`src/rtl/io_timer_core.sv`:
```
// Compare timer on one slot of the IO controller register bus: W-bit up-counter with prescaler,
// compare match, optional auto-reload, sticky match flag and level interrupt.
module io_timer_core #(
  parameter int unsigned W     = 48,
  parameter int unsigned PRESC = 1
) (
  input  logic        clk,
  input  logic        reset,
  input  logic        cs,
  input  logic        read,
  input  logic        write,
  input  logic [4:0]  addr,
  input  logic [31:0] wr_data,
  output logic [31:0] rd_data,
  output logic        irq
);

  localparam int unsigned HW         = W - 32;
  localparam logic [15:0] PRESC_LAST = 16'(PRESC - 1);

  typedef enum logic [4:0] {
    A_CTRL   = 5'd0,
    A_CNT_LO = 5'd1,
    A_CNT_HI = 5'd2,
    A_CMP_LO = 5'd3,
    A_CMP_HI = 5'd4,
    A_STATUS = 5'd5
  } reg_addr_e;

  reg_addr_e reg_sel;

  logic [W-1:0]  count_q, count_d;
  logic [W-1:0]  cmp_q, cmp_d;
  logic [15:0]   presc_cnt_q, presc_cnt_d;
  logic [HW-1:0] shadow_hi_q, shadow_hi_d;
  logic          go_q, go_d;
  logic          auto_reload_q, auto_reload_d;
  logic          irq_en_q, irq_en_d;
  logic          match_flag_q, match_flag_d;

  logic wr_en, rd_en, wr_ctrl, clr_pulse, tick, hit, match;

  assign reg_sel   = reg_addr_e'(addr);
  assign wr_en     = cs & write;
  assign rd_en     = cs & read;
  assign wr_ctrl   = wr_en && (reg_sel == A_CTRL);
  assign clr_pulse = wr_ctrl & wr_data[1];
  assign tick      = go_q && (presc_cnt_q == PRESC_LAST);
  assign hit       = (count_q == cmp_q);
  // A clear pulse owns the counter for its edge, so a coincident compare hit is dropped.
  assign match     = tick && hit && !clr_pulse;

  always_comb begin
    count_d       = count_q;
    cmp_d         = cmp_q;
    presc_cnt_d   = presc_cnt_q;
    shadow_hi_d   = shadow_hi_q;
    go_d          = go_q;
    auto_reload_d = auto_reload_q;
    irq_en_d      = irq_en_q;
    match_flag_d  = match_flag_q;

    if (clr_pulse || tick) begin
      presc_cnt_d = '0;
    end else if (go_q) begin
      presc_cnt_d = presc_cnt_q + 16'd1;
    end

    if (clr_pulse) begin
      count_d = '0;
    end else if (tick && hit && auto_reload_q) begin
      count_d = '0;
    end else if (tick) begin
      count_d = count_q + W'(1);
    end

    if (wr_ctrl) begin
      go_d          = wr_data[0];
      auto_reload_d = wr_data[2];
      irq_en_d      = wr_data[3];
    end

    if (wr_en && (reg_sel == A_CMP_LO)) begin
      cmp_d[31:0] = wr_data;
    end
    if (wr_en && (reg_sel == A_CMP_HI)) begin
      cmp_d[W-1:32] = wr_data[HW-1:0];
    end

    // Set is evaluated last so a match wins over a simultaneous W1C.
    if (wr_en && (reg_sel == A_STATUS) && wr_data[0]) begin
      match_flag_d = 1'b0;
    end
    if (match) begin
      match_flag_d = 1'b1;
    end

    if (rd_en && (reg_sel == A_CNT_LO)) begin
      shadow_hi_d = count_q[W-1:32];
    end
  end

  always_ff @(posedge clk) begin
    if (!reset) begin
      count_q       <= '0;
      cmp_q         <= '1;
      presc_cnt_q   <= '0;
      shadow_hi_q   <= '0;
      go_q          <= 1'b0;
      auto_reload_q <= 1'b0;
      irq_en_q      <= 1'b0;
      match_flag_q  <= 1'b0;
    end else begin
      count_q       <= count_d;
      cmp_q         <= cmp_d;
      presc_cnt_q   <= presc_cnt_d;
      shadow_hi_q   <= shadow_hi_d;
      go_q          <= go_d;
      auto_reload_q <= auto_reload_d;
      irq_en_q      <= irq_en_d;
      match_flag_q  <= match_flag_d;
    end
  end

  always_comb begin
    rd_data = '0;
    case (reg_sel)
      A_CTRL:   rd_data[3:0]    = {irq_en_q, auto_reload_q, 1'b0, go_q};
      A_CNT_LO: rd_data         = count_q[31:0];
      A_CNT_HI: rd_data[HW-1:0] = shadow_hi_q;
      A_CMP_LO: rd_data         = cmp_q[31:0];
      A_CMP_HI: rd_data[HW-1:0] = cmp_q[W-1:32];
      A_STATUS: rd_data[0]      = match_flag_q;
      default:  rd_data         = '0;
    endcase
  end

  assign irq = match_flag_q & irq_en_q;

endmodule

```
`config.mk`:
```
export PLATFORM = sky130hd
export DESIGN_NAME = io_timer_core
export DESIGN_NICKNAME = d
export VERILOG_FILES = /design/src/rtl/io_timer_core.sv
export SDC_FILE = /design/constraint.sdc
export NUM_CORES = 1
export LEC_CHECK = 0
export BUFFER_PORTS_ARGS = -buffer_cell sky130_fd_sc_hd__buf_2
export CAP_MARGIN = 20
export CORE_MARGIN = 2
export CORE_UTILIZATION = 53
export DETAILED_ROUTE_END_ITERATION = 10
export HOLD_SLACK_MARGIN = 0.15
export PLACE_DENSITY = 0.76
export SKIP_LAST_GASP = 1
export SLEW_MARGIN = 25
export SYNTH_ARGS = -nofsm -noshare
export SYNTH_HDL_FRONTEND = slang
export SYNTH_SLANG_ARGS = --single-unit
```
`constraint.sdc`:
```
create_clock -name clk -period 2.6 [get_ports clk]
set_input_delay 0 -clock clk [delete_from_list [all_inputs] [get_ports clk]]
set_output_delay 0 -clock clk [all_outputs]
set_load 0.01 [all_outputs]
```
==> impl.org, run 1 <==
** Floorplanning
- Floorplan core area :: 0.0127 mm²
- The floorplan has 41 rows.
- Area of the die :: 0.0140 mm²
- The die is 118 µm tall.
- Chip width :: 118 µm
- Initial Util :: 54.6%
- During I/O placement, the number of pins put on the boundary was 75.

** Timing
- The final critical path takes up 98.1% of the cycle.
- Total count of max-transition violations in the final report :: 0
- Setup violations remaining at the end of the flow were counted as 0.
- Post-layout worst setup margin :: 48.7 ps
- The count of endpoints failing hold in the final timing report is 0.
- The tightest hold path in the finished design has a slack of 248 ps.
- Pin slew with the least headroom to its limit :: 736 ps
- Across the routed clock network, the largest skew measured is 14.3 ps.
- Timing would allow up to 0.392 GHz.
- Headroom to the max-slew limit came out at 50.8%.
- Setup repair after global routing could not meet its margin everywhere.
- Final min period :: 2550 ps

** Synthesis
- Register bit count reported by yosys :: 132
- Sequential share of the synthesized area :: 38.2%
- Net count after synthesis :: 891
- The synthesized design devotes to its leading area cell type 38.2% of total area.
- Yosys mapped a number of flops with a built-in enable equal to 0.
- Cells after synthesis :: 846
- Among all flip-flop cells after synthesis, the most frequent one is sky130_fd_sc_hd__dfxtp_1.
- Counting distinct cell types in the post-synthesis netlist gives 51.
- Yosys warning count :: 0
- Counting flops with an async set or reset pin after synthesis yields a share of 0%.
- The biggest area contributor in the post-synthesis netlist is sky130_fd_sc_hd__dfxtp_1.
- Synthesized area per cell :: 8.18 µm²
- The cell area that synthesis handed to floorplanning was 0.00692 mm².
- Ranked by total cell area, the synthesized netlist is headed by sky130_fd_sc_hd__dfxtp_1 38%, sky130_fd_sc_hd__nand2_1 8.7%, sky130_fd_sc_hd__xor2_1 7.7%.

** Global routing
- Overflow left after global routing :: 0
- Number of global-route vias before repair :: 7,076
- GR Util met1 :: 41.6%
- Aggregate global-route resource usage :: 32.7%
- Antenna violations before repair :: 0
- Grt met2 use :: 51.1%
- Largest net degree at the start of global routing :: 50
- Busiest grt layer :: met2
- Global routing used 5.60% of the available met3 tracks.
- First-pass GRT wire length :: 36,200 µm

** Critical path
- Slack of the worst reg-to-reg path :: 50 ps
- Worst setup path class :: reg2reg
- Element type at the critical path end :: flip-flop
- Nature of the critical path startpoint :: flip-flop
- For the worst flop-to-flop path, the logic depth is 9.
- The most critical setup path has its startpoint at presc_cnt_q[1].
- The worst register-to-register path ends at count_q[33].
- Critical register-to-register path startpoint :: presc_cnt_q[1]
- For the worst setup path, the data required time is 2920 ps.
- The critical path ends at count_q[33].
- In this run the worst path has a maximum fanout of 7.
- STA puts the critical path data arrival time at 2870 ps.

** Clock tree
- Clock buffers created by TritonCTS :: 17
- Clk Latency, worst-skew pair :: 430 ps
- Clock-pin slew was measured on the worst setup and hold paths at 60 ps.
- The root buffer cell chosen for the clock tree is sky130_fd_sc_hd__clkbuf_16.
- Level count of the clock H-tree :: 4
- Clock sink count :: 132
- TritonCTS clock tree :: built
- No sink is reached through more buffers than the 2 on the longest clock path.

** Power
- The analysis attributes to cell leakage a power of 3.39 nW.
- For this design the ratio of total power to cell area is 519 mW/mm².
- IR analysis of the VDD net gives a maximum drop of 0.519 mV.
- Post-layout total power :: 0.00466 W

** Place
- Dpl hpwl :: 14,900 µm
- IO Port Bufs :: 74
- Final weighted congestion of routability-driven global placement :: 0.905
- Minimum setup slack after placement :: -3.18 ps
- Area after DPL :: 0.00782 mm²

** Outcome
- The flow ran to the end, and the final reports show no timing, DRC or antenna violations.

** Detailed routing
- Initial DRC Count :: 878
- Post-route DRC :: 0
- Via count :: 7,393
- Detailed-route vias per instance :: 6.28
- Summed over all layers, the routed wires come to 22,900 µm.
- Wire per inst :: 19.4 µm
- Number of iterations in the first detailed-routing pass :: 7
- Once detail routing completed, the nets flagged for antenna violations numbered 0.

** Finish
- Most frequent cells in the layout :: 160 x sky130_fd_sc_hd__nand2_1, 132 x sky130_fd_sc_hd__dfxtp_1, 74 x sky130_fd_sc_hd__buf_2
- The number of antenna diodes in the final layout is 0.
- Area added between synthesis and finish :: 29.7%
- In the final layout, the share of cells above drive strength 1 is 19.7%.
- Post-Route Utilization :: 70.8%
- For this run, the post-layout net count is 1,038.
- After routing the design area is 0.00897 mm².
- The library cell used most frequently in the layout, excluding fill and tap cells, is sky130_fd_sc_hd__nand2_1.

** Worst hold path
- Classification of the worst-slack hold path :: in2reg
- The worst hold path passes through 5 cells.

** Job
- Max_cap viols :: 0
## power by group
part           switching (W)  leakage [nW]  internal [W]  total (W)
logic               0.000121          2.03      0.000103   0.000224
registers         0.00000713          1.07       0.00203    0.00204
clock network       0.000916         0.292       0.00148    0.00240
total                0.00104          3.39       0.00362    0.00466
## sequential cells by signal (all words and copies together) (netlist names)
| register | cells |
|---|---|
| cmp_q | 48 |
| count_q | 48 |
| presc_cnt_q | 16 |
| shadow_hi_q | 16 |
| auto_reload_q | 1 |
| go_q | 1 |
| irq_en_q | 1 |
| match_flag_q | 1 |
## cell families (layout without fill, tap and decap cells)
logic type,Yosys count,in the layout,synth area share [%]
simple gates,380,380,28.0
compound gates,150,150,16.2
flops,132,132,38.2
xor+xnor,91,91,11.5
buf+inv,86,246,4.97
mux,4,4,0.579
fa+ha+maj,3,3,0.543
## how the worst min path moves through the flow
stage,start,to,slack (ps)
floorplan,wr_data[0],cmp_q[0],120
global placement,wr_data[20],cmp_q[20],210
detailed placement,wr_data[20],cmp_q[20],210
CTS,addr[1],match_flag_q,230
global route,addr[1],match_flag_q,280
finish,addr[1],match_flag_q,250
## worst max-delay path, cell delays in order, from the launching register on
cell and delay (ps):
sky130_fd_sc_hd__dfxtp_1 310, sky130_fd_sc_hd__inv_1 60, sky130_fd_sc_hd__ha_1 150, sky130_fd_sc_hd__nor4b_4 240, sky130_fd_sc_hd__buf_4 170, sky130_fd_sc_hd__nand4_1 200
sky130_fd_sc_hd__buf_6 230, sky130_fd_sc_hd__nor4_4 320, sky130_fd_sc_hd__or4b_1 470, sky130_fd_sc_hd__a221oi_1 300
## metal layers
layer,vias up,routed length [µm]
met3,100,2030
met2,466,10500
met5,-,0
met4,0,1280
met1,3491,9000
li1,3336,-
## cell type report
class                           count  area [µm²]
Timing Repair Buffer              201        1490
Multi-Input combinational cell    628        3980
Clock buffer                       20         467
Clock inverter                     12         130
Fill cell                         896        3700
Inverter                           13        48.8
Sequential cell                   132        2640
Tap cell                          172         215
## stage by stage
stage | setup TNS, ps | instances
floorplan | 0 | 846
global route | -139 | 1178
CTS | 0 | 1177
global placement | 0 | 1093
finish | 0 | 1178
detailed placement | -3.18 | 1093
## synth_stat cells, types with 2 or more instances
library cell	count
sky130_fd_sc_hd__nand2_1	160
sky130_fd_sc_hd__dfxtp_1	132
sky130_fd_sc_hd__nand3_1	71
sky130_fd_sc_hd__xor2_1	61
sky130_fd_sc_hd__clkbuf_1	59
sky130_fd_sc_hd__nor4_1	33
sky130_fd_sc_hd__xnor2_1	30
sky130_fd_sc_hd__a211oi_1	28
sky130_fd_sc_hd__o21ai_0	27
sky130_fd_sc_hd__a22oi_1	26
sky130_fd_sc_hd__nor2_1	25
sky130_fd_sc_hd__a221oi_1	21
sky130_fd_sc_hd__nand4_1	19
sky130_fd_sc_hd__a21boi_0	17
sky130_fd_sc_hd__a22o_1	16
sky130_fd_sc_hd__inv_1	13
sky130_fd_sc_hd__buf_2	10
sky130_fd_sc_hd__and3_1	9
sky130_fd_sc_hd__nor3_1	9
sky130_fd_sc_hd__and4_1	7
sky130_fd_sc_hd__nand4b_1	7
sky130_fd_sc_hd__or4_1	7
sky130_fd_sc_hd__and2_1	6
sky130_fd_sc_hd__or3_1	6
sky130_fd_sc_hd__mux2i_1	4
sky130_fd_sc_hd__a21oi_1	3
sky130_fd_sc_hd__ha_1	3
sky130_fd_sc_hd__nand4bb_1	3
sky130_fd_sc_hd__nor2b_1	3
sky130_fd_sc_hd__or4b_1	3
sky130_fd_sc_hd__a221o_1	2
sky130_fd_sc_hd__a222oi_1	2
sky130_fd_sc_hd__buf_1	2
sky130_fd_sc_hd__nor4b_1	2
sky130_fd_sc_hd__nor4b_2	2
sky130_fd_sc_hd__o31ai_1	2
sky130_fd_sc_hd__or2_2	2
## what timing repair did
| item | in CTS | in global routing |
|---|---|---|
| endpoints found under the setup margin | 2 | 13 |
| gates resized for setup | 0 | 5 |
| pin swaps | 1 | 1 |
| hold buffers | 51 | 0 |
| hold endpoints to repair | 53 | 0 |
| setup buffers | 1 | 1 |
Note: power is estimated with default switching activity, not from simulation.
==> inputs of run 2 (changes only) <==
--- a/config.mk
+++ b/config.mk
@@ -8,10 +8,10 @@
 export BUFFER_PORTS_ARGS = -buffer_cell sky130_fd_sc_hd__buf_2
 export CAP_MARGIN = 20
 export CORE_MARGIN = 2
-export CORE_UTILIZATION = 53
+export CORE_UTILIZATION = 60
 export DETAILED_ROUTE_END_ITERATION = 10
 export HOLD_SLACK_MARGIN = 0.15
-export PLACE_DENSITY = 0.76
+export PLACE_DENSITY = 0.81
 export SKIP_LAST_GASP = 1
 export SLEW_MARGIN = 25
 export SYNTH_ARGS = -nofsm -noshare
==> constraint.sdc (replaced) <==
create_clock -name clk -period 3.3 [get_ports clk]
set_input_delay 0 -clock clk [delete_from_list [all_inputs] [get_ports clk]]
set_output_delay 0 -clock clk [all_outputs]
set_load 0.01 [all_outputs]
==> impl.org, run 2 (synthesized netlist as in run 1, its figures left out) <==
** Clock tree
- Maximum root-to-sink buffer count :: 2
- In this run, CTS created clock tree buffers numbering 17.
- Level count of the clock H-tree :: 4
- Root Driver :: sky130_fd_sc_hd__clkbuf_16
- TritonCTS built the clock tree.
- Clk Latency, worst-skew pair :: 430 ps
- Clock sink count :: 132
- Clock edge transition at the registers on the reported setup and hold paths :: 60 ps
- The number of setup buffers added after CTS is 0.

** Global routing
- The via count of the first global-routing pass came to 6,931.
- Entering global routing, the biggest net connects 50 pins.
- The initial antenna violation count came to 0.
- Global routing finished with a remaining overflow of 0.
- Aggregate global-route resource usage :: 36.9%
- First-pass GRT wire length :: 36,400 µm

** Timing
- Final min period :: 2880 ps
- Based on the critical path, the design can be clocked at up to 0.348 GHz.
- Setup repair after global routing missed its margin :: no
- Measured against its own limit, the worst slew margin works out to 48.0%.
- Summed over all failing endpoints, the final setup total negative slack is 0 ps.
- For the pin with the worst max-slew slack, the measured transition is 777 ps.
- Setup violations remaining at the end of the flow were counted as 0.
- Clock tree skew after final layout :: 7.60 ps
- The count of pins over their slew limit came to 0.
- The count of endpoints failing hold in the final timing report came to 0.
- The final critical path takes up 87.2% of the cycle.

** Critical path
- Ordered list of cells on the worst path :: inv_1, ha_1, nor4b_2, nand4_1, or4_1, or4_4, a221oi_2
- Max stage delay on crit path :: 780 ps
- Crit path required time :: 3640 ps
- Endpoint arrival time on the critical path :: 3210 ps
- The setup check on the worst reg-to-reg path leaves a slack of 420 ps.
- Element type at the critical path end :: flip-flop
- Counting cells, the worst reg-to-reg path comes to 7.
- In this run the worst path has a maximum fanout of 10.
- In this run the critical register-to-register path is launched from presc_cnt_q[0].
- The worst register-to-register path ends at count_q[42].
- The worst setup path is of the reg2reg kind.
- Crit path max-delay cell type :: sky130_fd_sc_hd__or4_1
- STA classifies the critical path startpoint as a flip-flop.

** Power
- For this design the static power due to leakage is 3.05 nW.
- Worst-case vdd ir drop :: 0.498 mV
- Dividing total power by cell area gives a power density of 441 mW/mm².

** Finish
- Compared with the post-synthesis result, the final layout area differs by 20.6%.
- In the layout the commonest cells are 159 x sky130_fd_sc_hd__nand2_1, 132 x sky130_fd_sc_hd__dfxtp_1, 74 x sky130_fd_sc_hd__buf_2.
- Leaving out fill and tap cells, the most frequent cell in the layout is sky130_fd_sc_hd__nand2_1.
- Largest registers :: cmp_q: 48 flops, count_q: 48 flops
- Non-filler instance count after layout :: 1,082
- The final layout contains 971 nets.
- Antenna diode instance count :: 0
- In the final layout, the share of cells above drive strength 1 is 14.9%.

** Floorplanning
- Die extent in y :: 111 µm
- From left edge to right edge, the die measures 111 µm.
- Row Count :: 39
- The die covers 0.0124 mm².
- During I/O placement, the number of pins put on the boundary was 75.
- For this configuration, the core starts out at a cell density of 61.1%.
- After floorplanning, the core was sized to cover 0.0113 mm².

** Worst hold path
- The worst hold path terminates at go_q.
- Classification of the worst-slack hold path :: in2reg
- The worst hold path was traced through 6 stages.
- In this run the most critical hold path is launched from cs.

** Place
- Placed Instances :: 1,010
- Final weighted congestion of routability-driven global placement :: 1.02
- Dpl hpwl :: 14,800 µm
- The count of buffers added on input and output ports is 74.

** Detailed routing
- The first TritonRoute pass finished after 8 iterations.
- Wire per inst :: 21.0 µm
- Routed wire length :: 22,700 µm
- Using the TritonRoute via totals, the vias-per-cell ratio works out to 6.55.
- Detailed routing inserted a total of 7,082 vias.
- Initial DRC Count :: 1,166
- In this run the remaining antenna-violating nets after routing total 0.
- For this run, design rule violations remaining after detail routing come to 0.

** Job
- The tool flagged a number of max-cap violations equal to 0.

** Outcome
- The flow ran to the end, and the final reports show no timing, DRC or antenna violations.
## run 2: changes by cell type in the layout (fill, tap and decap cells not counted), moves of 2 or more
cell / previous run / this run
sky130_fd_sc_hd__buf_4: 72 / 20
sky130_fd_sc_hd__buf_12: 3 / 0
sky130_fd_sc_hd__dlygate4sd3_1: 51 / 40
sky130_fd_sc_hd__clkinv_2: 4 / 2
sky130_fd_sc_hd__clkinv_4: 4 / 2
sky130_fd_sc_hd__inv_6: 0 / 4
## run 2: report_power, final
| group | total, W | leakage (nW) | switching [W] | internal (W) |
|---|---|---|---|---|
| Sequential | 0.00160 | 1.07 | 0.00000623 | 0.00160 |
| Combinational | 0.000170 | 1.70 | 0.0000937 | 0.0000766 |
| Clock | 0.00191 | 0.287 | 0.000749 | 0.00116 |
| Total | 0.00368 | 3.05 | 0.000848 | 0.00283 |
## run 2: final cells by class
class / count / area [µm²]
sequential: 132 / 2640
tap: 143 / 179
inverter: 13 / 48.8
multi-input combinational: 628 / 3950
clock buffer: 19 / 453
fill: 818 / 2980
timing repair buffer: 134 / 921
clock inverter: 13 / 145
## run 2: stage by stage
step | power (W) | setup slack (ps) | cell area (µm²) | utilization (%) | hold WS [ps]
global placement | 0.00177 | 601 | 7340 | 64.8 | 207
floorplan | 0.00171 | 832 | 6920 | - | 124
detailed placement | 0.00177 | 511 | 7340 | 64.9 | 217
global route | 0.00378 | 336 | 8340 | 73.7 | 317
CTS | 0.00368 | 457 | 8340 | 73.7 | 261
finish | 0.00368 | 424 | 8340 | 73.7 | 272
## run 2: worst max path at each step
| stage | cells past startpoint | slack (ps) | from | end |
|---|---|---|---|---|
| 2_1_floorplan | 8 | 830 | count_q[8] | count_q[42] |
| 6_report | 7 | 420 | presc_cnt_q[0] | count_q[42] |
| 3_5_place_dp | 7 | 510 | presc_cnt_q[0] | count_q[42] |
| 3_3_place_gp | 5 | 600 | count_q[7] | count_q[42] |
| 5_1_grt | 5 | 340 | presc_cnt_q[3] | count_q[38] |
| 4_1_cts | 7 | 460 | presc_cnt_q[0] | count_q[42] |
## run 2: what timing repair did
action | in CTS | in global routing
gates resized for setup | 0 | 0
endpoints found under the setup margin | 0 | 0
hold buffers | 40 | 0
endpoints found under the hold margin | 52 | 0
## run 2: worst max-delay path: cells and delay by family (launching register included)
kind	cells	cell delay, ps
compound gates	1	240
fa+ha+maj	1	150
buf+inv	1	80
flops	1	350
simple gates	4	1970
## run 2: layer usage
layer | vias up | GRT usage [%] | part of all wire, %
met4 | 0 | 15.2 | 3.2
met3 | 68 | 10.9 | 9.3
li1 | 3209 | - | -
met1 | 3366 | 47.9 | 41
met2 | 439 | 57.7 | 46
met5 | - | 0 | 0
